`config.mk`:
```
export PLATFORM = sky130hd
export DESIGN_NAME = sd_adc_decim
export DESIGN_NICKNAME = d
export VERILOG_FILES = /design/src/rtl/sd_adc_pkg.sv /design/src/rtl/sd_sync.sv /design/src/rtl/sd_adc_decim.sv
export SDC_FILE = /design/constraint.sdc
export NUM_CORES = 1
export LEC_CHECK = 0
export ABC_AREA = 1
export CORE_MARGIN = 2
export CORE_UTILIZATION = 49
export DETAILED_ROUTE_END_ITERATION = 10
export GPL_TIMING_DRIVEN = 0
export PLACE_DENSITY = 0.74
export SLEW_MARGIN = 5
export SYNTH_ARGS = -nofsm -noshare
export SYNTH_HDL_FRONTEND = slang
export SYNTH_HIERARCHICAL = 1
export SYNTH_SLANG_ARGS = --single-unit
```
`constraint.sdc`:
```
create_clock -name clk -period 1.3 [get_ports clk]
set_input_delay 0.26 -clock clk [delete_from_list [all_inputs] [get_ports clk]]
set_output_delay 0.26 -clock clk [all_outputs]
set_load 0.01 [all_outputs]
```
`src/rtl/sd_adc_pkg.sv`:
```
`default_nettype none
// ============================================================================
// Module      : sd_adc_pkg
// Description : Shared types and defaults for the sigma-delta ADC chain.
// Revision    : 1.0 - initial release
// ============================================================================
package sd_adc_pkg;

    typedef enum logic [1:0] {
        IDLE   = 2'd0,
        SETTLE = 2'd1,
        RUN    = 2'd2
    } state_t;

    localparam int DEFAULT_DECIM_LOG2  = 8;
    localparam int DEFAULT_SYNC_STAGES = 2;

endpackage
`default_nettype wire

```
`src/rtl/sd_sync.sv`:
```
`default_nettype none
// ============================================================================
// Module      : sd_sync
// Description : N-flop single-bit synchroniser, synchronous reset to 0.
// Revision    : 1.0 - initial release
// ============================================================================
module sd_sync #(
    parameter int STAGES = 2
) (
    input  logic clk,
    input  logic rst,
    input  logic d,
    output logic q
);

    logic [STAGES-1:0] sync_q;

    always_ff @(posedge clk) begin
        if (rst) begin
            sync_q <= '0;
        end else begin
            sync_q <= {sync_q[STAGES-2:0], d};
        end
    end

    assign q = sync_q[STAGES-1];

endmodule
`default_nettype wire

```
`src/rtl/sd_adc_decim.sv`:
```
`default_nettype none
// ============================================================================
// Module      : sd_adc_decim
// Description : First-order sigma-delta loop closure and boxcar decimator
//               with a valid/ready sample port and sticky overrun flag.
// Revision    : 1.0 - initial release
// ============================================================================
module sd_adc_decim
    import sd_adc_pkg::*;
#(
    parameter int DECIM_LOG2  = DEFAULT_DECIM_LOG2,
    parameter int SYNC_STAGES = DEFAULT_SYNC_STAGES
) (
    input  logic                  clk,
    input  logic                  rst,
    input  logic                  cmp_in,
    input  logic                  en,
    output logic                  fb_out,
    output logic [DECIM_LOG2:0]   sample_data,
    output logic                  sample_valid,
    input  logic                  sample_ready,
    output logic                  overrun,
    input  logic                  clr_overrun
);

    localparam logic [DECIM_LOG2-1:0] CNT_ONE  = {{(DECIM_LOG2-1){1'b0}}, 1'b1};
    localparam logic [DECIM_LOG2:0]   ACC_ZERO = '0;

    logic                  cmp_s;
    state_t                state;
    logic [DECIM_LOG2-1:0] counter;
    logic [DECIM_LOG2:0]   acc;
    logic [DECIM_LOG2:0]   acc_next;
    logic                  terminal;

    sd_sync #(
        .STAGES (SYNC_STAGES)
    ) u_cmp_sync (
        .clk (clk),
        .rst (rst),
        .d   (cmp_in),
        .q   (cmp_s)
    );

    // Bit being applied to the DAC this cycle is the one counted.
    assign acc_next = acc + {ACC_ZERO[DECIM_LOG2:1], fb_out};
    assign terminal = &counter;

    always_ff @(posedge clk) begin
        if (rst) begin
            state        <= IDLE;
            fb_out       <= 1'b0;
            counter      <= '0;
            acc          <= '0;
            sample_data  <= '0;
            sample_valid <= 1'b0;
            overrun      <= 1'b0;
        end else begin
            fb_out <= (en && (state != IDLE)) ? cmp_s : 1'b0;

            if (clr_overrun) begin
                overrun <= 1'b0;
            end
            if (sample_valid && sample_ready) begin
                sample_valid <= 1'b0;
            end

            case (state)
                IDLE: begin
                    counter <= '0;
                    acc     <= '0;
                    if (en) begin
                        state <= SETTLE;
                    end
                end
                SETTLE: begin
                    if (!en) begin
                        state   <= IDLE;
                        counter <= '0;
                        acc     <= '0;
                    end else begin
                        counter <= counter + CNT_ONE;
                        if (terminal) begin
                            state <= RUN;
                        end
                    end
                end
                RUN: begin
                    if (!en) begin
                        state   <= IDLE;
                        counter <= '0;
                        acc     <= '0;
                    end else begin
                        counter <= counter + CNT_ONE;
                        if (terminal) begin
                            sample_data  <= acc_next;
                            acc          <= '0;
                            sample_valid <= 1'b1;
                            // New sample replacing one still unconsumed; set beats clear.
                            if (sample_valid && !sample_ready) begin
                                overrun <= 1'b1;
                            end
                        end else begin
                            acc <= acc_next;
                        end
                    end
                end
                default: begin
                    state   <= IDLE;
                    counter <= '0;
                    acc     <= '0;
                end
            endcase
        end
    end

endmodule
`default_nettype wire

```
==> metrics.md, run 1 <==
| Metric | Value |
|---|---|
| CTS Buf Count | 5 |
| Root buffer cell | clkbuf_4 |
| Critical Path Start Type | register |
| First-pass GRT wire length | 5630 µm |
| DP Worst Slack | -406.3 ps |
| # nets final | 274 |
| Max-cap viol count | 0 |
| Fmax | approximately 740 MHz |
| H-tree depth | 2 |
| CP arrival | 1560 ps |
| Initial antenna violation count | 0 |
| Port bufs | 17 |
| Die height | 60.63 µm |
| Worst EP required | 1510 ps |
| Critical path, cell by cell | ha_4 -> ha_4 -> nand2_4 -> nor2_4 -> nand3_2 -> nand2_2 -> nand2_2 -> nand2_2 -> a21oi_2 |
| Most frequent cells in the layout | nand2_1, inv_1, dfxtp_1 |
| Routed WL per cell | 12.08 µm |
| Synth Warn # | 6 |
| GPL Wtd Cong | 0.8499 |
| Period minus WS final | 1349 ps |
| Result of the run | complete, but fails checks |
| DP HPWL | 2053 µm |
| Syn-to-layout area delta | 43.07% |
| CTS Hold Bufs | 0 |
| Maximum resistive drop on vdd | 0.6559 mV |
| Filler Cell Count | 239 |
| Failing checks | setup timing |
| Clock Skews | about 14 ps |
| Mapped cell area | 1572 µm² |
| Reg clk slew, reported paths | ~110 ps |
| Worst hold path class | primary input to register |
| Final core occ | 73.65% |
| Vias in the first global route | approximately 1.2k |
| Synth cell types | 23 |
| Seq/Total Area, Yosys | around 42% |
| Antenna cells | 0 |
| Pins over their slew limit | 0 |
| Synth Area per Inst | 6.984 µm² |
| CP Buf/Inv Count | 0 |
| Top delay family on crit path | simple AND/OR/NAND/NOR gates |
| Least-Margin Pin Slew | 577.3 ps |
| Total number of vias | 1471 |
| Final setup fails | 4 |
| Share of cells above drive strength 1 | 33.59% |
| Tcrit/Tclk final | 103.8% |
| Syn nets | ~240 |
| Critical Path Sink Type | register |
| Relative slew slack | 61.51% |
| Row Count | 20 |
| Gr ovfl total | 0 |
| Post-route ant nets | 0 |
| Final Instance Count excl. Fillers | between 300 and 400 |
| Crit path largest cell delay | ~380 ps |
| Pre-Repair DR Iteration Count | 4 |
| Slowest stage cell, crit path | dfxtp_4 |
| Clock Tree Buf Depth | 2 |
| Chip Width | ~61 µm |
| Final hold slack | between 300 and 400 ps |
| DRC Markers | 0 |
| CTS Sinks | 33 |
| I/O pin count | 18 |
| CTS tree | yes |
| All-Layer GR Usage | between 20% and 30% |
| Flops & latches, synth | 33 |
| Cell mode on critical path | nand2_2 |
| Register Area | 678.2 µm² |
| Clk_lat worst skew | 350 ps |
| Pleak | 1.069 nW |
| Final worst slack | -49.18 ps |
| PwrDens | 870.7 nW/µm² |
| Crit path kind | register to register |
| Die Area | 3676 µm² |
| Initial Util | 51.48% |
| Dpl cells | approximately 290 |
| DR iter-0 viols | 67 |
| Top cells by area, synth | dfxtp_1, nand2_1, inv_1 |
| Final Hold Vio Count | 0 |
| Unrepaired setup endpoints after global routing | yes |
| Synth area leader | dfxtp_1 |
| CP max FO | 3 |
| Share of Yosys cell area claimed by the top area cell type | 42.04% |
| Synth Instances | approximately 230 |
| Total Wirelength | 3698 µm |
| Most common cell after layout, fill and taps aside | nand2_1 |
| Core area | approximately 3000 µm² |
| Largest net degree at the start of global routing | 11 |
| Multi-input gate area | a little under 1000 µm² |
| Via density | 4.807 |
per-stage QoR:
| step | TNS, ps | power (W) | instance area (µm²) |
|---|---|---|---|
| after global placement | -7613 | 0.001136 | 1800 |
| after detailed placement | -7984 | 0.001137 | 1800 |
| final | -107.3 | 0.001958 | 2248 |
| after global routing | -1278 | 0.002026 | 2248 |
| after floorplan | 0 | 0.001101 | 1575 |
| after CTS | -81.75 | 0.001944 | 2047 |
cells by family after synthesis:
family | count (synthesis) | share of synthesized area, %
buffers and inverters | 42 | 10.67
AND/OR/NAND/NOR | 120 | 33.36
adder cells (fa/ha/maj) | 7 | 5.573
flip-flops | 33 | 42.04
XOR/XNOR | 3 | 1.672
AO/OA/AOI/OAI | 20 | 6.688
final cells by class:
class,count,area share (%)
Buffer,4,1.391
Clock buffer,7,2.449
Clock inverter,1,1.336
Inverter,38,6.789
Multi-Input combinational cell,151,43.91
Sequential cell,33,30.16
Tap cell,44,2.449
Timing Repair Buffer,28,11.52
cells in the mapped netlist:
cell and count:
a21oi_1 14, buf_2 2, buf_6 1, clkbuf_1 1, clkinv_1 1, dfxtp_1 33
ha_1 7, inv_1 35, inv_2 2, nand2_1 64, nand2_2 2, nand3_1 8
nand3_2 1, nand3b_1 1, nand4_1 3, nand4_4 1, nor2_1 33, nor2_2 2
nor2_4 2, nor3_1 3, o21a_1 2, o21ai_0 4, xor2_1 3
sequential cells by signal, indices dropped and copies added, names as in the netlist:
| signal | cells |
|---|---|
| counter | 8 |
| overrun | 1 |
| sample_valid | 1 |
| sample_data | 9 |
| state | 2 |
| fb_out | 1 |
| acc | 9 |
| u_cmp_sync/sync_q | 2 |
worst paths after layout:
| check | start | endpoint | slack, ps | depth (start not counted) |
|---|---|---|---|---|
| setup / recovery | acc[0] | acc[8] | -50 | 9 |
| hold reg to reg | u_cmp_sync/sync_q[0] | u_cmp_sync/sync_q[1] | 400 | 2 |
| setup reg to reg | acc[0] | acc[8] | -50 | 9 |
| hold / removal | en | fb_out | 310 | 3 |
worst register-to-register path, stage by stage, from the launching register on:
cell and delay, ps:
dfxtp_4 380, ha_4 140, ha_4 140, nand2_4 70
nor2_4 150, nand3_2 80, nand2_2 80, nand2_2 70
nand2_2 60, a21oi_2 40
routing by layer:
metal,share of wire (%),global-route usage [%]
met1,46,26.95
met2,48,34.10
met3,4.5,7.463
met4,1.5,7.453
met5,0,0
where the power goes:
part | internal [W] | total [W] | switching [W]
Combinational | 0.0000450 | 0.000115 | 0.0000695
Clock | 0.000459 | 0.000820 | 0.000360
Sequential | 0.00102 | 0.00102 | 0.00000783
Total | 0.00152 | 0.00196 | 0.000438
repair_timing:
item,CTS,global route
setup buffers,8,2
resized for setup,43,62
setup endpoints to repair,34,26
gates cloned,2,0
pin swaps,11,16
Note: power is estimated with default switching activity, not from simulation.
==> run 2: changes to the inputs <==
==> constraint.sdc (replaced) <==
create_clock -name clk -period 1.3 [get_ports clk]
set_input_delay 0.13 -clock clk [delete_from_list [all_inputs] [get_ports clk]]
set_output_delay 0.13 -clock clk [all_outputs]
set_load 0.01 [all_outputs]
==> run 2 against run 1 <==
Net effect: the run still ends with setup timing left; sequential power is essentially flat; core utilization shrank 1.7 points; critical path depth did not move; routed wire length fell by 5.8%; sequential share of layout area increased by 0.72 points; fmax increased by 0.25%; die area unchanged; largest cell class unchanged; largest power group unchanged.
==> metrics.md, run 2 (synthesis gave the netlist of run 1 again) <==
| Metric | Value |
|---|---|
| Result of the run | complete, but fails checks (unchanged) |
| Failing checks | setup timing (unchanged) |
| Share of cells above drive strength 1 | 32.43% (was 33.59%) |
| Cell mode on critical path | nand2_2 (unchanged) |
| Crit path largest cell delay | 380 ps (about the same) |
| Final Hold Vio Count | 0 (unchanged) |
| Final worst slack | -45.80 ps (was -49.18 ps) |
| CP arrival | 1560 ps (about the same) |
| All-Layer GR Usage | 20.55% (was 21.38%) |
| Maximum resistive drop on vdd | 0.6276 mV (was 0.6559 mV) |
| Final hold slack | 295.0 ps (was 305.4 ps) |
| Relative slew slack | 64.39% (was 61.51%) |
| Critical Path Start Type | register (unchanged) |
| Reg-to-reg critical path endpoint | acc[8] (unchanged) |
| Most frequent cells in the layout | nand2_1, inv_1, dfxtp_1 (unchanged) |
| Root buffer cell | clkbuf_4 (unchanged) |
| Crit path kind | register to register (unchanged) |
| Syn-to-layout area delta | 39.73% (was 43.07%) |
| Max-cap viol count | 0 (unchanged) |
| Routed WL per cell | 11.50 µm (was 12.08 µm) |
| Initial Util | 51.48% (unchanged) |
| Critical Path Sink Type | register (unchanged) |
| CP max FO | 3 (unchanged) |
| Critical path, cell by cell | ha_4 -> ha_4 -> nand2_4 -> nor2_4 -> nand3_2 -> nand2_2 -> nand2_2 -> nand2_2 -> a21oi_2 (unchanged) |
| DR iter-0 viols | 64 (was 67) |
| Fmax | 743.1 MHz (was 741.2 MHz) |
| Chip Width | 60.63 µm (unchanged) |
| Gr ovfl total | 0 (unchanged) |
| H-tree depth | 2 (unchanged) |
| Total number of vias | 1432 (was 1471) |
| Worst r2r src | acc[0] (unchanged) |
| Register-to-register setup slack | -50 ps (about the same) |
| DRC Markers | 0 (unchanged) |
| Least-Margin Pin Slew | 534.1 ps (was 577.3 ps) |
| Worst hold path class | primary input to register (unchanged) |
| Tcrit/Tclk final | 103.5% (was 103.8%) |
| Port bufs | 17 (unchanged) |
| Period minus WS final | 1346 ps (was 1349 ps) |
| Worst hold start | cmp_in (was en) |
| I/O pin count | 18 (unchanged) |
| Die height | 60.63 µm (unchanged) |
| Core area | 3053 µm² (unchanged) |
| Most common cell after layout, fill and taps aside | nand2_1 (unchanged) |
| Pre-Repair DR Iteration Count | 4 (unchanged) |
| Worst Reg-to-Reg Cells | 9 (unchanged) |
| Clock Skews | 7.191 ps (was 13.76 ps) |
| Die Area | 3676 µm² (unchanged) |
| GPL Wtd Cong | 0.8499 (unchanged) |
| Pins over their slew limit | 0 (unchanged) |
| Pleak | 1.021 nW (was 1.069 nW) |
| Slowest stage cell, crit path | dfxtp_4 (unchanged) |
| Final Instance Count excl. Fillers | 303 (was 306) |
| Clock Tree Buf Depth | 2 (unchanged) |
| Dpl cells | 286 (unchanged) |
| Worst EP required | 1520 ps (was 1510 ps) |
| Row Count | 20 (unchanged) |
| CP Buf/Inv Count | 0 (unchanged) |
| Vias in the first global route | 1200 (was 1238) |
| DP HPWL | 2053 µm (unchanged) |
| CTS Buf Count | 5 (unchanged) |
| Reg clk slew, reported paths | 100 ps (was 110 ps) |
| End of the worst hold path | u_cmp_sync/sync_q[0] (was fb_out) |
| PwrDens | 893.3 nW/µm² (was 870.7 nW/µm²) |
| Hold path depth | 3 (unchanged) |
| Total Wirelength | 3485 µm (was 3698 µm) |
| CTS Sinks | 33 (unchanged) |
| Via density | 4.726 (was 4.807) |
| First-pass GRT wire length | 5444 µm (was 5630 µm) |
| Filler Cell Count | 259 (was 239) |
| Unrepaired setup endpoints after global routing | yes (unchanged) |
| Register Area | 678.2 µm² (unchanged) |
| Multi-input gate area | 968.4 µm² (was 987.2 µm²) |
| Antenna cells | 0 (unchanged) |
| Post-route ant nets | 0 (unchanged) |
| Initial antenna violation count | 0 (unchanged) |
| Biggest regs | acc x9, sample_data x9, counter x8 (unchanged) |
| Final setup fails | 8 (was 4) |
| Largest net degree at the start of global routing | 11 (unchanged) |
| CTS tree | yes (unchanged) |
| Top delay family on crit path | simple AND/OR/NAND/NOR gates (unchanged) |
| Clk_lat worst skew | 340 ps (was 350 ps) |
| # nets final | 271 (was 274) |
run 2: changes by cell type in the layout (fill, tap and decap cells not counted), sizes merged:
cell / before / now
dlygate4sd2: 11 / 12
dlymetal6s2s: 1 / 0
buf: 15 / 11
clkdlybuf4s50: 4 / 5
run 2: worst max path at each step:
stage                        start  slack (ps)  depth (start not counted)        endpoint
after floorplan           state[0]          50                          8  sample_data[6]
after global placement          en        -250                          7  sample_data[0]
after detailed placement        en        -280                          7  sample_data[7]
after CTS                   acc[0]         -50                          9  sample_data[8]
after global routing        acc[0]        -120                          9          acc[8]
final                       acc[0]         -50                          9          acc[8]
run 2: layout make-up:
type,count,area share (%)
well taps,44,2.507
clock inverters,1,1.368
repair buffers,25,10.31
inverters,38,6.724
multi-input cells,151,44.10
clock buffers,7,2.507
plain buffers,4,1.595
flip-flops and latches,33,30.88
run 2: power by group:
part,total [W],internal (W),switching (W)
clock,0.000814,0.000459,0.000355
sequential,0.00102,0.00102,0.00000613
combinational,0.000126,0.0000524,0.0000732
run 2: what timing repair did:
item	in CTS	in global routing
hold buffers	0	0
cloned	2	0
pin swaps	11	14
gates resized for setup	37	56
setup buffers	4	3
setup endpoints to repair	34	26
run 2: per-layer routing:
layer	wire length, µm	GRT usage [%]
met3	129	7.036
met4	52	7.453
met1	1659	26.19
met5	0	0
met2	1643	32.41
run 2: tightest hold or removal path, cell delays in order:
cell             delay, ps
clkdlybuf4s50_1        400
inv_1                   50
nor2_1                  30
run 2: metrics by stage:
| stage | setup TNS, ps | total power, W | area (µm²) | utilization [%] | setup WS (ps) |
|---|---|---|---|---|---|
| 2_1_floorplan | 0 | 0.001101 | 1575 | - | 46.80 |
| 3_3_place_gp | -4155 | 0.001136 | 1800 | 58.98 | -246.2 |
| 4_1_cts | -212.8 | 0.001937 | 1998 | 65.45 | -47.27 |
| 3_5_place_dp | -4451 | 0.001137 | 1800 | 58.98 | -276.3 |
| 6_report | -170.9 | 0.001962 | 2196 | 71.93 | -45.80 |
| 5_1_grt | -1260 | 0.002030 | 2196 | 71.93 | -122.9 |
==> run 3: changes to the inputs <==
Settings changed: RECOVER_POWER set to 100.
==> results of run 3 <==
Same layout as run 2: the final DEF is identical, and so are final timing and power.
